## src/rtl/uart_rx_pkg.sv

```systemverilog
// Shared types and default constants for the UART receive path.
package uart_rx_pkg;

    typedef enum logic [2:0] {
        IDLE,
        START_CHK,
        DATA,
        STOP
    } rx_state_t;

    localparam int unsigned CLKS_PER_BIT_DEF = 10;
    localparam int unsigned DATA_BITS_DEF    = 8;

endpackage

```

## src/rtl/rx_bit_timer.sv

```systemverilog
// Bit-period timer: counts while enabled and emits a one-cycle tick at rollover_val.
// The count reloads to 0 on the tick.
module rx_bit_timer #(
    parameter int unsigned WIDTH = 4
) (
    input  logic             clk,
    input  logic             n_rst,
    input  logic             clear,
    input  logic             enable,
    input  logic [WIDTH-1:0] rollover_val,
    output logic             tick
);

    logic [WIDTH-1:0] count_q, count_d;

    assign tick = enable && (count_q == rollover_val);

    always_comb begin
        count_d = count_q;
        if (clear) begin
            count_d = '0;
        end else if (enable) begin
            count_d = tick ? '0 : count_q + WIDTH'(1);
        end
    end

    always_ff @(posedge clk or negedge n_rst) begin
        if (!n_rst) begin
            count_q <= '0;
        end else begin
            count_q <= count_d;
        end
    end

endmodule

```

## src/rtl/uart_rx_ctrl.sv

```systemverilog
// UART RX frame controller: centres on the start bit, samples mid-bit,
// assembles an LSB-first byte and reports ready/overrun/framing status.
module uart_rx_ctrl
    import uart_rx_pkg::*;
#(
    parameter int unsigned CLKS_PER_BIT = CLKS_PER_BIT_DEF,
    parameter int unsigned DATA_BITS    = DATA_BITS_DEF
) (
    input  logic                 clk,
    input  logic                 n_rst,
    input  logic                 start_bit,
    input  logic                 serial_in,
    input  logic                 data_read,
    output logic [DATA_BITS-1:0] rx_data,
    output logic                 data_ready,
    output logic                 overrun_error,
    output logic                 framing_error,
    output logic                 busy
);

    localparam int unsigned HALF_BIT = CLKS_PER_BIT / 2;
    localparam int unsigned TMR_W    = $clog2(CLKS_PER_BIT);
    localparam int unsigned CNT_W    = $clog2(DATA_BITS);

    rx_state_t            state_q, state_d;
    logic [CNT_W-1:0]     bit_cnt_q, bit_cnt_d;
    logic [DATA_BITS-1:0] shreg_q, shreg_d;
    logic [DATA_BITS-1:0] rx_data_q, rx_data_d;
    logic                 data_ready_q, data_ready_d;
    logic                 overrun_q, overrun_d;
    logic                 framing_q, framing_d;

    logic             tick;
    logic             tmr_clear;
    logic [TMR_W-1:0] tmr_rollover;

    // Every state exit except IDLE->START_CHK happens on a tick, which already
    // reloads the timer, so holding it clear in IDLE restarts it on each entry.
    assign tmr_clear    = (state_q == IDLE);
    assign tmr_rollover = (state_q == START_CHK) ? TMR_W'(HALF_BIT - 1)
                                                 : TMR_W'(CLKS_PER_BIT - 1);

    rx_bit_timer #(
        .WIDTH(TMR_W)
    ) u_timer (
        .clk         (clk),
        .n_rst       (n_rst),
        .clear       (tmr_clear),
        .enable      (!tmr_clear),
        .rollover_val(tmr_rollover),
        .tick        (tick)
    );

    always_comb begin
        state_d      = state_q;
        bit_cnt_d    = bit_cnt_q;
        shreg_d      = shreg_q;
        rx_data_d    = rx_data_q;
        data_ready_d = data_ready_q;
        overrun_d    = overrun_q;
        framing_d    = framing_q;

        // A read is applied first so that a simultaneous good-stop load overrides it.
        if (data_read && data_ready_q) begin
            data_ready_d = 1'b0;
            overrun_d    = 1'b0;
        end

        unique case (state_q)
            IDLE: begin
                if (start_bit) begin
                    state_d = START_CHK;
                end
            end
            START_CHK: begin
                if (tick) begin
                    if (serial_in) begin
                        state_d = IDLE;
                    end else begin
                        state_d   = DATA;
                        bit_cnt_d = '0;
                    end
                end
            end
            DATA: begin
                if (tick) begin
                    shreg_d = {serial_in, shreg_q[DATA_BITS-1:1]};
                    if (bit_cnt_q == CNT_W'(DATA_BITS - 1)) begin
                        state_d = STOP;
                    end else begin
                        bit_cnt_d = bit_cnt_q + CNT_W'(1);
                    end
                end
            end
            STOP: begin
                if (tick) begin
                    state_d = IDLE;
                    if (serial_in) begin
                        rx_data_d    = shreg_q;
                        data_ready_d = 1'b1;
                        framing_d    = 1'b0;
                        if (data_ready_q && !data_read) begin
                            overrun_d = 1'b1;
                        end
                    end else begin
                        framing_d = 1'b1;
                    end
                end
            end
            default: state_d = IDLE;
        endcase
    end

    always_ff @(posedge clk or negedge n_rst) begin
        if (!n_rst) begin
            state_q      <= IDLE;
            bit_cnt_q    <= '0;
            shreg_q      <= '0;
            rx_data_q    <= '0;
            data_ready_q <= 1'b0;
            overrun_q    <= 1'b0;
            framing_q    <= 1'b0;
        end else begin
            state_q      <= state_d;
            bit_cnt_q    <= bit_cnt_d;
            shreg_q      <= shreg_d;
            rx_data_q    <= rx_data_d;
            data_ready_q <= data_ready_d;
            overrun_q    <= overrun_d;
            framing_q    <= framing_d;
        end
    end

    assign rx_data       = rx_data_q;
    assign data_ready    = data_ready_q;
    assign overrun_error = overrun_q;
    assign framing_error = framing_q;
    assign busy          = (state_q != IDLE);

endmodule

```

## config.mk

```make
export PLATFORM = sky130hd
export DESIGN_NAME = uart_rx_ctrl
export DESIGN_NICKNAME = d
export VERILOG_FILES = /design/src/rtl/uart_rx_pkg.sv /design/src/rtl/rx_bit_timer.sv /design/src/rtl/uart_rx_ctrl.sv
export SDC_FILE = /design/constraint.sdc
export NUM_CORES = 1
export LEC_CHECK = 0
export CAP_MARGIN = 5
export CORE_ASPECT_RATIO = 2
export CORE_MARGIN = 5
export CORE_UTILIZATION = 51
export CTS_BUF_LIST = sky130_fd_sc_hd__clkbuf_8
export CTS_CLUSTER_DIAMETER = 50
export DETAILED_ROUTE_END_ITERATION = 8
export PLACE_DENSITY = 0.8
export SKIP_LAST_GASP = 1
export SLEW_MARGIN = 0
export SYNTH_ARGS = -nofsm -noshare
export SYNTH_HDL_FRONTEND = slang
export SYNTH_HIERARCHICAL = 1
export SYNTH_SLANG_ARGS = --single-unit
```

## constraint.sdc

```tcl
create_clock -name clk -period 2.4 [get_ports clk]
set_input_delay 0.24 -clock clk [delete_from_list [all_inputs] [get_ports clk]]
set_output_delay 0.24 -clock clk [all_outputs]
set_load 0.01 [all_outputs]
```

# Word level (Yosys, flattened, before mapping)
# Cells that the tools add are included.
[totals]
regBits = 29
inputBits = 5
output_inout_bits = 12
elab_cells = 60
[op_classes]
addsub = 2
eq_ne = 12
muxes = 25
reduce_logical = 13
[op_table]
columns = ["op", "n"]
rows = [
  ["$mux 3", 9],
  ["$mux 4", 3],
  ["$pmux 3 s4", 1],
  ["$mux 1", 10],
  ["$reduce_and 5->1", 2],
  ["$ne 2x2->1 const B", 4],
  ["$eq 3x2->1 const B", 2],
  ["$ne 2x1->1 const B", 3],
  ["$pmux 3 s2", 1],
  ["$add 4x1->4 const B", 1],
  ["$eq 4x4->1", 1],
  ["$reduce_and 2->1", 2],
  ["$add 3x1->3 const B", 1],
  ["$eq 3x1->1 const B", 1],
  ["$eq 3x3->1 const B", 1],
  ["$logic_and 1x1->1", 3],
  ["$logic_not 3->1", 1],
  ["$reduce_and 3->1", 1],
  ["$reduce_bool 3->1", 1],
  ["$logic_not 1->1", 2],
  ["$mux 2", 1],
  ["$reduce_bool 2->1", 1],
]

# Depth between registers and ports, before layout
# Gate-level depths: netlist of run 1.
[depth]
ltp_word = 6
mapped_depth = 10
mapped_depth_nobuf = 8

# Modules after synthesis
# The synthesis of run 1 kept the hierarchy.
[by_module_without_submodules]
columns = ["mod", "instances", "cells_each", "area_per_inst_um2", "seq_area_each_um2"]
rows = [
  ["uart_rx_ctrl", 1, 76, 1082.3, 600.6],
  ["rx_bit_timer", 1, 26, 270.3, 100.1],
]

# Least setup slack after synthesis of run 1
# OpenSTA, ideal clock, no wires.
[synth_path]
path_kind = "reg2reg"
from = "register state_q[1]"
to = "register bit_cnt_q[0]"
setup_time_ns = 0.125
t_arrival_ns = 2.168
required_ns = 2.275
path_slack_ns = 0.106
path_stages_with_launch = 11
n_path_buf = 2
synth_period_minus_slack_ns = 2.294
cell_sequence = "dfrtp_1 buf_6 and2b_1 inv_1 xor2_1 nor4_2 and2_1 buf_6 and4bb_4 a31oi_4 mux2_4"
[synth_between]
elab_chain_cells = 6
elab_cells_between_ends = 14
cone_classes = "eq/ne (7); mux (2); reduce/logical (5)"
[synth_rtl]
columns = ["item", "line_no", "text"]
rows = [
  ["start, declared", "uart_rx_ctrl.sv:25", "rx_state_t state_q, state_d;"],
  ["start signal, assigned", "uart_rx_ctrl.sv:124", "state_q <= state_d;"],
  ["$eq 3x1->1 *", "uart_rx_ctrl.sv:40", "assign tmr_rollover = (state_q == START_CHK) ? TMR_W'(HALF_BIT - 1)"],
  ["$mux 4 *", "uart_rx_ctrl.sv:40", ""],
  ["named net tmr_rollover[2]", "uart_rx_ctrl.sv:35", "logic [TMR_W-1:0] tmr_rollover;"],
  ["$eq 4x4->1 *", "rx_bit_timer.sv:16", "assign tick = enable && (count_q == rollover_val);"],
  ["$logic_and 1x1->1 *", "rx_bit_timer.sv:16", ""],
  ["named net tick", "uart_rx_ctrl.sv:33", "logic tick;"],
  ["$ne 2x1->1 (no source line)", "-", ""],
  ["$reduce_and 5->1 (no source line) *", "-", ""],
  ["end signal, assigned", "uart_rx_ctrl.sv:125", "bit_cnt_q <= bit_cnt_d;"],
  ["end, declared", "uart_rx_ctrl.sv:26", "logic [CNT_W-1:0] bit_cnt_q, bit_cnt_d;"],
]
# Mark *: on every way through the listed nets, which the timed path passes. The rest lies on a longest branch.
# A chain may end at the register's enable or synchronous reset.

# Worst setup path in the final report of run 1
# Ends and elaborated chain as after synthesis.

==> out/results.ini, run 1 <==
[route]
vias = 832
drc_errors = 0
ant_nets = 0
routed_via_density = 5.51
wl_um = 2300
first_iter_violations = 8
wl_per_cell_um = 15.3
firstDrtPassIters = 4

[critical_path]
r2r-end = bit_cnt_q[0]
r2r_slack_ns = 0.19
rr_worst_depth = 8
crit_fanout = 4
required_ns = 2.56
cp-start-kind = flop
worstSetupPathType = flop to flop
crit-reg2reg-launch = state_q[1]
crit_path_end_kind = flop
timing.critical_path.arrival_ns = 2.38
crit_start = state_q[1]

[cells_and_area]
area_growth_pct = 20.0
fillers = 195
antennaDiodeCount = 0
drive_above_1_share_pct = 29.3
fin_nets = 132

[placed_design]
place_ws_ns = 0.163
globalplace.congestion = 0.778
place_hpwl_um = 1740
io_buffer_count = 16

[clock_network]
cts_max_path_buffers = 2
ctsHtreeMaxLevel = 1
cts-root-buf = clkbuf_8
post_cts_resize_count = 0
holdBufCountCts = 0
postCtsSetupBuffers = 0
cts_buffers = 3
path_clk_slew_ns = 0.09
clock_sinks = 28
insertion_delay_ns = 0.27
cts_tree = done

[synthesis]
synth.distinct_cells = 36
ys_ff_latch = 28
avgSynthCellArea_um2 = 13.3
yosys_warnings = 6
syn-num-nets = 110
synth_area_um2 = 1350
synth_cells = 102
seq_area_frac_synth_pct = 51.8

[timing]
period_minus_slack_ns = 2.21
setup_viol = 0
finalCritPeriodShare_pct = 92.3
fin_skew_ns = 0.000793
setup_slack_ns = 0.186
maxSlewViolCount = 0
rsz0062_at_grt = no
fmax_mhz = 452
hold_violations = 0
tns_ns = 0

[worst_hold_path]
min_path_type = input port to asynchronous set/reset pin

[global_routing]
grt-ovfl-total = 0
grt_pass1_vias = 956
grt_usage_pct = 14.4
grt_start_max_net_pins = 29
antenna_found_initial = 0
grt_pass1_wl_um = 4170

[power]
power_density_nw_per_um2 = 933
irDropWorstVdd_mv = 0.522
p_leak_nw = 0.798

[floorplan]
placementRows = 26
start_util_pct = 52.6
dieArea_um2 = 3840
io_pins = 17
dieHeight_um = 82.8
core-area_um2 = 2570
dieWidth_um = 46.4

[run]
drv_cap = 0

[status]
status = completed

state kept, by name, indices dropped and copies added (netlist names), named ones only:
name / flops
bit_cnt_q: 3
rx_data: 8
framing_error: 1
shreg_q: 8
state_q: 2
u_timer/count_q: 4
data_ready: 1
report_power, final:
group | internal (mW) | switching (mW) | leakage [nW] | total [mW]
registers | 0.555 | 0.0728 | 0.376 | 0.628
logic | 0.257 | 0.266 | 0.386 | 0.523
clock network | 0.223 | 0.140 | 0.0357 | 0.363
total | 1.04 | 0.479 | 0.798 | 1.51
synth_stat cells:
cell type / count / area [um2]
inv_1: 7 / 26.3
ha_1: 3 / 37.5
nand3b_1: 1 / 7.51
nand2_1: 5 / 18.8
nor2_1: 2 / 7.51
nor4_2: 1 / 12.5
nand4_4: 1 / 21.3
a311oi_1: 1 / 8.76
nor3_1: 1 / 5.00
a2bb2oi_1: 1 / 8.76
mux2i_1: 2 / 20.0
or2_2: 1 / 6.26
xor2_1: 5 / 43.8
clkbuf_2: 1 / 5.00
a31oi_4: 1 / 21.3
conb_1: 1 / 3.75
xnor2_1: 1 / 8.76
and4bb_4: 1 / 16.3
mux2_4: 1 / 15.0
or2b_1: 1 / 7.51
nor2b_1: 1 / 6.26
dfrtp_1: 28 / 701
nand4_1: 1 / 6.26
o32ai_1: 2 / 17.5
buf_6: 2 / 22.5
and2b_1: 2 / 15.0
a21oi_1: 1 / 5.00
nor2b_4: 1 / 13.8
and2_1: 1 / 6.26
mux2_2: 17 / 191
a21o_2: 1 / 8.76
nand3b_4: 1 / 20.0
o21ai_0: 2 / 10.0
buf_4: 1 / 7.51
nand3_1: 1 / 5.00
a211oi_1: 2 / 15.0
stage by stage:
stage                     cells  cell area (um2)  power (mW)  util, %  hold slack, ns
after floorplan             102             1350        1.03        -         -0.0556
after global routing        151             1620        1.62     63.1           0.356
after global placement      147             1550        1.12     60.3           0.457
after detailed placement    147             1550        1.16     60.3           0.474
after CTS                   151             1620        1.53     63.1           0.345
final                       151             1620        1.51     63.1           0.340
layout make-up:
class | count | area [um2] | area share [%]
multi-input cells | 63 | 592 | 36.5
repair buffers | 21 | 198 | 12.2
flip-flops and latches | 28 | 701 | 43.2
clock inverters | 1 | 30.0 | 1.85
inverters | 7 | 26.3 | 1.62
well taps | 28 | 35.0 | 2.16
clock buffers | 3 | 41.3 | 2.54
cells by family after synthesis:
logic type	after synthesis	share of synthesized area, %
AO/OA/AOI/OAI	11	7.03
buffers and inverters	11	4.53
XOR/XNOR	6	3.89
AND/OR/NAND/NOR	22	13.0
other	1	0.277
flip-flops	28	51.8
adder cells (fa/ha/maj)	3	2.78
multiplexers	20	16.7
worst max path at each step:
| stage | to | slack (ns) |
|---|---|---|
| 3_5_place_dp | bit_cnt_q[0] | 0.16 |
| 4_1_cts | bit_cnt_q[0] | 0.10 |
| 6_report | bit_cnt_q[0] | 0.19 |
| 3_3_place_gp | bit_cnt_q[0] | 0.29 |
| 5_1_grt | bit_cnt_q[0] | 0.08 |
| 2_1_floorplan | bit_cnt_q[0] | 0.11 |
critical path, stage by stage (launching register included):
cell and delay, ns:
dfrtp_1 0.38, and2b_1 0.22, inv_1 0.09, xor2_1 0.18, nor4_2 0.29, and2_2 0.29
and4bb_4 0.28, a31oi_4 0.06, mux2_4 0.31
layout by cell type (no fill, tap or decap), types with 3 or more instances in the layout:
cell | netlist | layout
inv_1 | 7 | 7
clkbuf_8 | 0 | 3
nand2_1 | 5 | 5
dfrtp_1 | 28 | 28
mux2_2 | 17 | 17
xor2_1 | 5 | 5
buf_4 | 1 | 5
clkdlybuf4s50_1 | 0 | 16
ha_1 | 3 | 3
routing by layer:
layer,vias up,share of wire (%),track usage (%)
met4,0,2.6,6.48
met3,7,4.8,3.90
met1,414,39,16.8
met2,17,54,23.4
li1,394,-,-
met5,-,0,0
(Power assumes the default switching activity.)
==> inputs of run 2 (changes only) <==
CTS_BUF_LIST = sky130_fd_sc_hd__clkbuf_4 sky130_fd_sc_hd__clkbuf_8   (was sky130_fd_sc_hd__clkbuf_8)
==> results of run 2 <==
Final layout, timing and power as in run 1 (identical DEF).
==> inputs of run 3 (changes only) <==
ABC_AREA = 1   (was not set)
CORE_UTILIZATION = 49   (was 51)
HOLD_SLACK_MARGIN = 0.02   (was not set)
PLACE_DENSITY = 0.77   (was 0.8)
==> run 3 against run 2 <==
Total power increased by 0.25%; critical path depth is 3 higher; highest routed layer unchanged; sequential share of layout area fell by 0.33 points; worst hold slack lost 0.011 ns; clock skew is 0.0013 ns higher; largest power group unchanged; die area grew 5.1%; non-clock buffer count down 4; sequential power increased by 5.1%; cell area increased by 0.77%; global-route usage increased by 2.7 points.
==> out/results.ini, run 3 <==
[status]
status = completed

[synthesis]
seq_area_frac_synth_pct = 50.8  ; -0.99 points
synth_common_cells = nand2_1, inv_1, dfrtp_1
ys.flop_type = dfrtp_1
synth.distinct_cells = 19  ; -47%
synth_area_um2 = 1380  ; +1.9%
synth_area_leaders = dfrtp_1, nand2_1, inv_1
avgSynthCellArea_um2 = 8.06  ; -39%
yosys_warnings = 6  ; unchanged
asyncSetResetFlopFracSynth_pct = 100  ; unchanged
ys_ff_latch = 28  ; unchanged
yosys.cell_count.top_type = nand2_1
synth_top_area_cell = dfrtp_1
synth_cells = 171  ; +68%
synth_top_area_share_pct = 50.8  ; -0.99 points
synth-edff-count = 0  ; unchanged

[global_routing]
grt_pass1_vias = 1192  ; +25%
antenna_found_initial = 0  ; unchanged
grt-ovfl-total = 0  ; unchanged
grt_start_max_net_pins = 29  ; unchanged
grt_usage_pct = 17.1  ; +2.7 points
grt_pass1_wl_um = 5050  ; +21%

[cells_and_area]
multi_input_area_um2 = 543  ; -8.2%
regArea_um2 = 701  ; unchanged
fin_nets = 200  ; +52%
drive_above_1_share_pct = 9.95  ; -19 points
final_cells = 220  ; +46%
fillers = 236  ; +21%
antennaDiodeCount = 0  ; unchanged
fin_util_pct = 59.8  ; -3.4 points
layout_commonest_cell = nand2_1
layout_common_cells = nand2_1, inv_1, dfrtp_1
area_growth_pct = 18.6

[floorplan]
dieArea_um2 = 4040  ; +5.1%
start_util_pct = 50.4  ; -2.2 points
io_pins = 17  ; unchanged
dieWidth_um = 47.5  ; +2.4%
placementRows = 27  ; +3.8%
core-area_um2 = 2740  ; +6.5%
dieHeight_um = 85.0  ; +2.6%

[clock_network]
cts-root-buf = clkbuf_8
holdBufCountCts = 0  ; unchanged
cts_buffers = 3  ; unchanged
path_clk_slew_ns = 0.09  ; about the same
ctsHtreeMaxLevel = 1  ; unchanged
postCtsSetupBuffers = 0  ; unchanged
cts_tree = done
clock_sinks = 28  ; unchanged
insertion_delay_ns = 0.28  ; about the same
cts_max_path_buffers = 2  ; unchanged
post_cts_resize_count = 0  ; unchanged

[critical_path]
r2r-end = shreg_q[0]
rr_worst_depth = 11  ; +3
required_ns = 2.59  ; +0.03 ns
worstSetupPathType = flop to flop
timing.critical_path.arrival_ns = 2.25  ; -0.13 ns
crit_fanout = 16  ; +12
crit_path_end_kind = flop
r2r_slack_ns = 0.34  ; +0.15 ns
cp-start-kind = flop
crit-reg2reg-launch = state_q[0]

[timing]
maxSlewViolCount = 0  ; unchanged
tns_ns = 0  ; unchanged
rsz0062_at_grt = no
period_minus_slack_ns = 2.06  ; -0.154 ns
setup_slack_ns = 0.340  ; +0.154 ns
fmax_mhz = 485  ; +7.5%
hold_violations = 0  ; unchanged
finalCritPeriodShare_pct = 85.8  ; -6.4 points
fin_skew_ns = 0.00208  ; +0.00128 ns
setup_viol = 0  ; unchanged
whs_ns = 0.329  ; -0.0112 ns

[run]
drv_cap = 0  ; unchanged

[power]
p_leak_nw = 0.849  ; +6.4%
irDropWorstVdd_mv = 0.479  ; -8.3%
power_density_nw_per_um2 = 928  ; -0.52%

[route]
ant_nets = 0  ; unchanged
vias = 1117  ; +34%
drc_errors = 0  ; unchanged
firstDrtPassIters = 4  ; unchanged
routed_via_density = 5.08  ; -7.9%
wl_um = 2830  ; +23%
first_iter_violations = 29  ; +21
wl_per_cell_um = 12.9  ; -16%

[placed_design]
globalplace.congestion = 0.827  ; +6.4%
io_buffer_count = 16  ; unchanged
dp_cells = 216  ; +47%
place_ws_ns = 0.388  ; +0.225 ns
place_hpwl_um = 2120  ; +22%

[worst_hold_path]
min_path_type = input port to asynchronous set/reset pin

[run 3: cell types whose count changed in the layout (fill, tap and decap cells not counted), moves of 5 or more]
cell	previous run	this run
o21ai_0	2	10
nand3_1	1	10
nand2_1	5	57
o21ai_2	0	7
nor2_1	2	7
inv_1	7	29
mux2_2	17	0
[run 3: logic make-up (layout without fill, tap and decap cells)]
group                    after synthesis  count (layout)  synth area share [%]
AND/OR/NAND/NOR                       85              85                  26.1
XOR/XNOR                               1               1                 0.635
other                                  1               2                 0.272
AO/OA/AOI/OAI                         20              20                  9.35
buffers and inverters                 33              52                  10.1
flip-flops                            28              28                  50.8
adder cells (fa/ha/maj)                3               3                  2.72
[run 3: per-stage QoR]
stage               power, mW  cell area [um2]
floorplan               0.999             1380
global placement         1.10             1560
detailed placement       1.15             1560
CTS                      1.53             1640
global route             1.64             1640
finish                   1.52             1640
[run 3: per-layer routing]
metal / wire length, um / up-vias / global-route usage, %
met5: 0 / - / 0
met4: 61 / 0 / 7.81
met3: 92 / 4 / 2.34
met2: 1510 / 20 / 27.9
met1: 1160 / 528 / 21.1
li1: - / 565 / -
[run 3: power breakdown]
group	switching, mW	total, mW	internal [mW]
logic	0.305	0.487	0.182
clock network	0.147	0.370	0.223
registers	0.0943	0.660	0.566
total	0.546	1.52	0.972
[run 3: layout make-up]
class                      instances  area share, %
inverter                          31           7.12
timing repair buffer              17           10.3
tap                               29           2.22
clock inverter                     1           1.84
sequential                        28           42.8
clock buffer                       3           2.52
multi-input combinational        111           33.2
[run 3: worst max path at each step]
stage                from            end  slack (ns)  cells after the start
2_1_floorplan  state_q[0]  framing_error        0.65                     14
3_3_place_gp   state_q[0]     shreg_q[4]        0.49                     11
3_5_place_dp   state_q[0]     shreg_q[5]        0.39                     12
4_1_cts        state_q[0]     shreg_q[2]        0.34                     11
5_1_grt        state_q[0]     shreg_q[2]        0.14                     11
6_report       state_q[0]     shreg_q[0]        0.34                     11
[run 3: worst max-delay path, cell delays in order (launching register included)]
cell	delay (ns)
dfrtp_1	0.41
inv_1	0.18
nor2_1	0.10
inv_1	0.12
inv_1	0.05
nand2_1	0.05
nand2_1	0.06
nor2_2	0.11
nand3_1	0.11
inv_1	0.10
nand3_1	0.35
o21ai_0	0.32
